## src/rtl/ls193_pkg.sv

```systemverilog
// Shared opcodes, state encodings and widths for the LS193 command sequencer.
package ls193_pkg;

  localparam int Q_W   = 4;
  localparam int TMR_W = 16;

  localparam logic [1:0] OP_CLEAR = 2'b00;
  localparam logic [1:0] OP_LOAD  = 2'b01;
  localparam logic [1:0] OP_UP    = 2'b10;
  localparam logic [1:0] OP_DOWN  = 2'b11;

  typedef enum logic [2:0] {
    ST_IDLE,
    ST_CLR_ASSERT,
    ST_LOAD_ASSERT,
    ST_PULSE,
    ST_SETTLE,
    ST_CHECK
  } state_e;

  typedef enum logic [1:0] {
    PG_IDLE,
    PG_LO,
    PG_HI
  } pg_phase_e;

endpackage

```

## src/rtl/ls193_pulse_gen.sv

```systemverilog
// Purpose: generates N low/high pulses on the UP or DOWN counter pin, with rise/sample/done strobes.
// Latency: pin goes low the cycle after start; done strobes in the last high cycle of the final pulse.
// Backpressure: start is honoured only when idle; abort ends the run after the current high phase.
module ls193_pulse_gen
  import ls193_pkg::*;
#(
  parameter int PULSE_LO = 2,
  parameter int PULSE_HI = 2,
  parameter int N_W      = 16
) (
  input  logic           clk,
  input  logic           rst_bar,
  input  logic           start,
  input  logic           dir_down,
  input  logic [N_W-1:0] n,
  input  logic           abort,
  output logic           up,
  output logic           down,
  output logic           rise,
  output logic           sample,
  output logic           done
);

  pg_phase_e        phase, phase_n;
  logic [TMR_W-1:0] tmr, tmr_n;
  logic [N_W-1:0]   rem, rem_n;
  logic             dn_q, dn_n;
  logic             abort_q;
  logic             last_lo, last_hi;

  assign last_lo = (phase == PG_LO) && (tmr == '0);
  assign last_hi = (phase == PG_HI) && (tmr == '0);
  assign rise    = last_lo;
  assign sample  = last_lo;
  assign done    = last_hi && ((rem == '0) || abort || abort_q);

  always_comb begin
    phase_n = phase;
    tmr_n   = tmr;
    rem_n   = rem;
    dn_n    = dn_q;
    case (phase)
      PG_IDLE: begin
        if (start) begin
          phase_n = PG_LO;
          tmr_n   = TMR_W'(PULSE_LO - 1);
          rem_n   = n;
          dn_n    = dir_down;
        end
      end
      PG_LO: begin
        if (tmr == '0) begin
          phase_n = PG_HI;
          tmr_n   = TMR_W'(PULSE_HI - 1);
          rem_n   = rem - N_W'(1);
        end else begin
          tmr_n = tmr - TMR_W'(1);
        end
      end
      PG_HI: begin
        if (tmr == '0) begin
          if (done) begin
            phase_n = PG_IDLE;
          end else begin
            phase_n = PG_LO;
            tmr_n   = TMR_W'(PULSE_LO - 1);
          end
        end else begin
          tmr_n = tmr - TMR_W'(1);
        end
      end
      default: phase_n = PG_IDLE;
    endcase
  end

  always_ff @(posedge clk) begin
    if (!rst_bar) begin
      phase   <= PG_IDLE;
      tmr     <= '0;
      rem     <= '0;
      dn_q    <= 1'b0;
      abort_q <= 1'b0;
      up      <= 1'b1;
      down    <= 1'b1;
    end else begin
      phase <= phase_n;
      tmr   <= tmr_n;
      rem   <= rem_n;
      dn_q  <= dn_n;
      // abort is latched so a one-cycle request in the low phase still ends the run
      if (phase == PG_IDLE) abort_q <= 1'b0;
      else                  abort_q <= abort_q | abort;
      up   <= !((phase_n == PG_LO) && !dn_n);
      down <= !((phase_n == PG_LO) && dn_n);
    end
  end

endmodule

```

## src/rtl/ls193_cmd_sequencer.sv

```systemverilog
// Purpose: expands clear/load/up/down commands into timed LS193 pin activity and checks the count.
// Latency: pins move the cycle after acceptance; DONE pulses one cycle after settling.
// Backpressure: CMD_READY is high only in IDLE; commands offered while busy are dropped.
module ls193_cmd_sequencer
  import ls193_pkg::*;
#(
  parameter int PULSE_LO = 2,
  parameter int PULSE_HI = 2,
  parameter int CTRL_W   = 2,
  parameter int SETTLE   = 1,
  parameter int N_W      = 16
) (
  input  logic           CLK,
  input  logic           RST_Bar,
  input  logic           CMD_VALID,
  output logic           CMD_READY,
  input  logic [1:0]     CMD_OP,
  input  logic [N_W-1:0] CMD_ARG,
  input  logic           ABORT,
  output logic           CLR,
  output logic           LOAD_Bar,
  output logic [Q_W-1:0] DATA,
  output logic           UP,
  output logic           DOWN,
  input  logic [Q_W-1:0] Q_IN,
  input  logic           CO_Bar_IN,
  input  logic           BO_Bar_IN,
  output logic [Q_W-1:0] SHADOW,
  output logic           DONE,
  output logic           MISMATCH,
  output logic [7:0]     CARRY_CNT,
  output logic [7:0]     BORROW_CNT
);

  state_e           state, state_n;
  logic [TMR_W-1:0] tmr, tmr_n;
  logic             accept, pg_start, pg_rise, pg_sample, pg_done;
  logic             settle_go, dir_down;
  logic             clr_d, ldb_d, rdy_d, done_d;

  assign accept    = CMD_VALID && CMD_READY;
  assign pg_start  = accept && CMD_OP[1] && (CMD_ARG != '0);
  assign settle_go = (((state == ST_CLR_ASSERT) || (state == ST_LOAD_ASSERT)) && (tmr == '0))
                   || ((state == ST_PULSE) && pg_done);

  ls193_pulse_gen #(
    .PULSE_LO (PULSE_LO),
    .PULSE_HI (PULSE_HI),
    .N_W      (N_W)
  ) u_pulse_gen (
    .clk      (CLK),
    .rst_bar  (RST_Bar),
    .start    (pg_start),
    .dir_down (CMD_OP == OP_DOWN),
    .n        (CMD_ARG),
    .abort    (ABORT),
    .up       (UP),
    .down     (DOWN),
    .rise     (pg_rise),
    .sample   (pg_sample),
    .done     (pg_done)
  );

  always_ff @(posedge CLK) begin
    if (!RST_Bar) begin
      state     <= ST_IDLE;
      tmr       <= '0;
      CLR       <= 1'b0;
      LOAD_Bar  <= 1'b1;
      CMD_READY <= 1'b1;
      DONE      <= 1'b0;
    end else begin
      state     <= state_n;
      tmr       <= tmr_n;
      CLR       <= clr_d;
      LOAD_Bar  <= ldb_d;
      CMD_READY <= rdy_d;
      DONE      <= done_d;
    end
  end

  always_comb begin
    state_n = state;
    tmr_n   = tmr;
    if (settle_go) begin
      state_n = (SETTLE == 0) ? ST_CHECK : ST_SETTLE;
      tmr_n   = TMR_W'(SETTLE - 1);
    end else begin
      case (state)
        ST_IDLE: begin
          if (accept) begin
            case (CMD_OP)
              OP_CLEAR: begin
                state_n = ST_CLR_ASSERT;
                tmr_n   = TMR_W'(CTRL_W - 1);
              end
              // one extra cycle gives DATA setup before LOAD_Bar falls
              OP_LOAD: begin
                state_n = ST_LOAD_ASSERT;
                tmr_n   = TMR_W'(CTRL_W);
              end
              default: state_n = (CMD_ARG == '0) ? ST_CHECK : ST_PULSE;
            endcase
          end
        end
        ST_CLR_ASSERT, ST_LOAD_ASSERT: tmr_n = tmr - TMR_W'(1);
        ST_SETTLE: begin
          if (tmr == '0) state_n = ST_CHECK;
          else           tmr_n   = tmr - TMR_W'(1);
        end
        ST_CHECK: state_n = ST_IDLE;
        ST_PULSE: state_n = ST_PULSE;
        default:  state_n = ST_IDLE;
      endcase
    end
  end

  always_comb begin
    clr_d  = (state_n == ST_CLR_ASSERT);
    ldb_d  = !((state_n == ST_LOAD_ASSERT) && (tmr_n != TMR_W'(CTRL_W)));
    rdy_d  = (state_n == ST_IDLE);
    done_d = (state_n == ST_CHECK);
  end

  always_ff @(posedge CLK) begin
    if (!RST_Bar) begin
      DATA       <= '0;
      SHADOW     <= '0;
      MISMATCH   <= 1'b0;
      CARRY_CNT  <= '0;
      BORROW_CNT <= '0;
      dir_down   <= 1'b0;
    end else begin
      if (accept) dir_down <= (CMD_OP == OP_DOWN);
      if (accept && (CMD_OP == OP_LOAD)) DATA <= CMD_ARG[Q_W-1:0];
      if (accept && (CMD_OP == OP_CLEAR))
        SHADOW <= '0;
      else if ((state == ST_LOAD_ASSERT) && (tmr == TMR_W'(CTRL_W)))
        SHADOW <= DATA;
      else if (pg_rise)
        SHADOW <= dir_down ? SHADOW - Q_W'(1) : SHADOW + Q_W'(1);
      if (pg_sample && !dir_down && !CO_Bar_IN && (CARRY_CNT != 8'hFF))
        CARRY_CNT <= CARRY_CNT + 8'd1;
      if (pg_sample && dir_down && !BO_Bar_IN && (BORROW_CNT != 8'hFF))
        BORROW_CNT <= BORROW_CNT + 8'd1;
      if ((state == ST_CHECK) && (Q_IN != SHADOW)) MISMATCH <= 1'b1;
    end
  end

endmodule

```

## config.mk

```make
export PLATFORM = sky130hd
export DESIGN_NAME = ls193_cmd_sequencer
export DESIGN_NICKNAME = d
export VERILOG_FILES = /design/src/rtl/ls193_pkg.sv /design/src/rtl/ls193_pulse_gen.sv /design/src/rtl/ls193_cmd_sequencer.sv
export SDC_FILE = /design/constraint.sdc
export NUM_CORES = 1
export LEC_CHECK = 0
export CORE_MARGIN = 5
export CORE_UTILIZATION = 52
export CTS_CLUSTER_DIAMETER = 80
export DETAILED_ROUTE_END_ITERATION = 8
export PLACE_DENSITY = 0.75
export SYNTH_ARGS = -nofsm -noshare
export SYNTH_HDL_FRONTEND = slang
export SYNTH_SLANG_ARGS = --single-unit
```

## constraint.sdc

```tcl
create_clock -name CLK -period 2.9 [get_ports CLK]
set_input_delay 0.58 -clock CLK [delete_from_list [all_inputs] [get_ports CLK]]
set_output_delay 0.58 -clock CLK [all_outputs]
set_load 0.01 [all_outputs]
```

==> results.md <==
* Primary FF master, synth: dfxtp_1
* Synth warn at 0
* GPL Wtd Cong at 0.947
* Netlist cell types at 65
* Die width at 105 um
* Post-CTS setup buffers at 0
* Grt ovf at 0
* CP Data Arrival Time at 3.04 ns
* Area of the mapped netlist at 4740 um^2
* Tcrit/Tclk final at 95.1%
* Clk_skew at 0.0136 ns
* Min Hold Slack at 0.476 ns
* Seq/Total Area, Yosys at 36.7%
* Clock Tree Buf Depth at 2
* Fmax at 0.362 GHz
* Mean Syn Cell Area at 7.87 um^2
* Crit-path max FO at 8
* #FFs+latches synth at 87
* Most frequent cells in the layout: dfxtp_1 (87), nor2_1 (83), clkdlybuf4s50_1 (58), buf_4 (52), nand2_1 (47)
* Clock Tree Root: clkbuf_8
* Clk sinks at 87
* CTS tree: yes
* Fill cells at 735
* Antenna Nets Post-Route at 0
* Initial DRC count at 193
* Slowest-stage cell, CP: or4_1
* Slew @ Worst Pin at 0.929 ns
* Fin. max-slew vios at 0
* Endpoints failing setup at 0
* CP most frequent cell: buf_4
* P&R area growth vs syn at 26.3%
* RSZ-0062 raised after global routing: no
* Endpoints failing hold at 0
* Final period demand of the worst path at 2.76 ns
* Critical Path RT at 3.19 ns
* Asr flop ratio synth at 0%
* Vias per cell at 5.95
* Worst path max stage delay at 0.49 ns
* Post-synth EDFFs at 0
* Final net count at 740
* Initial Util at 53.8%
* Core Area at 8810 um^2
* Drt wl/cell at 15.8 um
* Critical path class: flop to flop
* Worst-path clk slew at 0.08 ns
* Post-synthesis net count at 644
* Drt pass-1 iters at 5
* H-tree levels at 3
* Area of the multi-input gates at 2830 um^2
* CP endpoint kind: flop
* Post-route insts no fill at 810
* Status: finished, final reports clean
* FP Rows at 34
* Lkg Pwr at 2.29 nW
* Commonest non-fill, non-tap cell in the layout: dfxtp_1
* Maximum number of pins on one net before global-route repair at 40
* Slew margin rel. at 38.0%
* Input/output buffers at 58
* HPWL after DPL at 9.64 mm
* Placed insts at 795
* CP Cell Sequence: inv_1 > ha_1 > nor3b_1 > buf_4 > and3_1 > buf_4 > a31o_2 > a211oi_2 > nand2_1 > or4_1 > o2111ai_1
* Diodes inserted at 0
* Initial antenna violation count at 0
* FF+latch area at 1740 um^2
* Worst min path class: flop to flop
* Vias in the first global route at 4783
* Die span in y at 105 um
* Clock Latency Late Sink at 0.37 ns
* PwrDens at 1080 nW/um^2
* Tot GR Track Use at 23.2%
* Vias at 4819
* MaxCap Viol Count at 0
* Number of hold buffers added after CTS at 0
* Ports at 59
* Max VDD drop at 668 uV
* Fin Setup TNS at 0 ns
* CTS buffer count at 9
* Total die area at 11100 um^2
* Layout cells sized above 1 at 12.7%
* Synthesized instance count at 602
* Crit start category: flop
* Total wire length at 12.8 mm
* Drt drc at 0
* First-pass GRT wire length at 21.5 mm
==> registers in the layout (all words and copies together) (netlist names) <==
name,count
DATA,4
u_pulse_gen.dn_q,1
u_pulse_gen.tmr,16
u_pulse_gen.down,1
MISMATCH,1
state,3
u_pulse_gen.abort_q,1
dir_down,1
CLR,1
tmr,16
u_pulse_gen.rem,16
SHADOW,4
DONE,1
u_pulse_gen.up,1
u_pulse_gen.phase,2
CMD_READY,1
CARRY_CNT,8
LOAD_Bar,1
BORROW_CNT,8
==> kinds of logic (layout without fill, tap and decap cells) <==
group | after synthesis | count (layout) | share of synthesized area [%]
adder cells (fa/ha/maj) | 14 | 14 | 3.85
AO/OA/AOI/OAI | 147 | 147 | 20.0
AND/OR/NAND/NOR | 269 | 269 | 28.7
XOR/XNOR | 29 | 29 | 5.36
buffers and inverters | 50 | 150 | 4.01
flip-flops | 87 | 87 | 36.7
multiplexers | 6 | 6 | 1.32
==> path summary, 6_finish.rpt <==
kind,startpoint,end,slack [ns],cells past startpoint
min reg2reg,u_pulse_gen.rem[1]$_SDFFE_PN0P_,u_pulse_gen.rem[1]$_SDFFE_PN0P_,0.48,2
max,tmr[1]$_SDFF_PN0_,LOAD_Bar$_SDFF_PN1_,0.14,11
min,u_pulse_gen.rem[1]$_SDFFE_PN0P_,u_pulse_gen.rem[1]$_SDFFE_PN0P_,0.48,2
max reg2reg,tmr[1]$_SDFF_PN0_,LOAD_Bar$_SDFF_PN1_,0.14,11
==> report_power, final <==
part	total, W	switching, W	internal, W
Clock	0.000854	0.000438	0.000417
Combinational	0.00391	0.00219	0.00171
Sequential	0.00173	0.000262	0.00146
Total	0.00649	0.00289	0.00359
==> through the flow <==
stage                     setup WS (ns)  instance area, um^2  util, %  total power (W)
after floorplan                   0.282                 4740        -          0.00415
after global placement           0.0872                 5770     65.5          0.00542
after detailed placement        -0.0307                 5770     65.5          0.00552
after CTS                        0.0413                 5970     67.8          0.00638
after global routing            0.00724                 5990     68.0          0.00700
final                             0.141                 5990     68.0          0.00649
==> cell usage after synthesis, drive strengths merged (9+ instances only) <==
library cell	n	area [um^2]
a211oi	17	128
a21oi	41	205
and3	10	62.6
clkbuf	23	86.3
dfxtp	87	1740
ha	13	163
inv	24	90.1
nand2	47	176
nand3	28	140
nand4	14	87.6
nor2	84	318
nor2b	9	56.3
nor3	15	75.1
nor4	17	119
o21ai	33	165
o22ai	9	56.3
or3	12	75.1
xnor2	10	87.6
xor2	19	166
==> layer usage <==
metal / GRT usage (%) / part of all wire (%) / up-vias
met5: 0 / 0 / -
met4: 9.75 / 2.6 / 0
met3: 4.10 / 4.6 / 35
met2: 41.3 / 50 / 155
met1: 27.4 / 43 / 2254
li1: - / - / 2375
==> cell type report <==
class	instances	area share (%)
multi-input cells	465	47.3
flip-flops and latches	87	29.1
repair buffers	111	16.6
clock buffers	10	2.30
well taps	108	2.26
inverters	24	1.50
clock inverters	5	0.982
==> what timing repair did <==
item                       CTS  global route
resized for setup            0             4
hold endpoints to repair     0             0
setup endpoints to repair    0             1
==> critical path, delay by kind of cell, from the launching register on <==
kind | cells | cell delay, ns
compound gates | 3 | 0.83
buf+inv | 3 | 0.37
simple gates | 4 | 0.92
fa+ha+maj | 1 | 0.22
flops | 1 | 0.33
No activity file was read; power rests on OpenSTA's default activity.
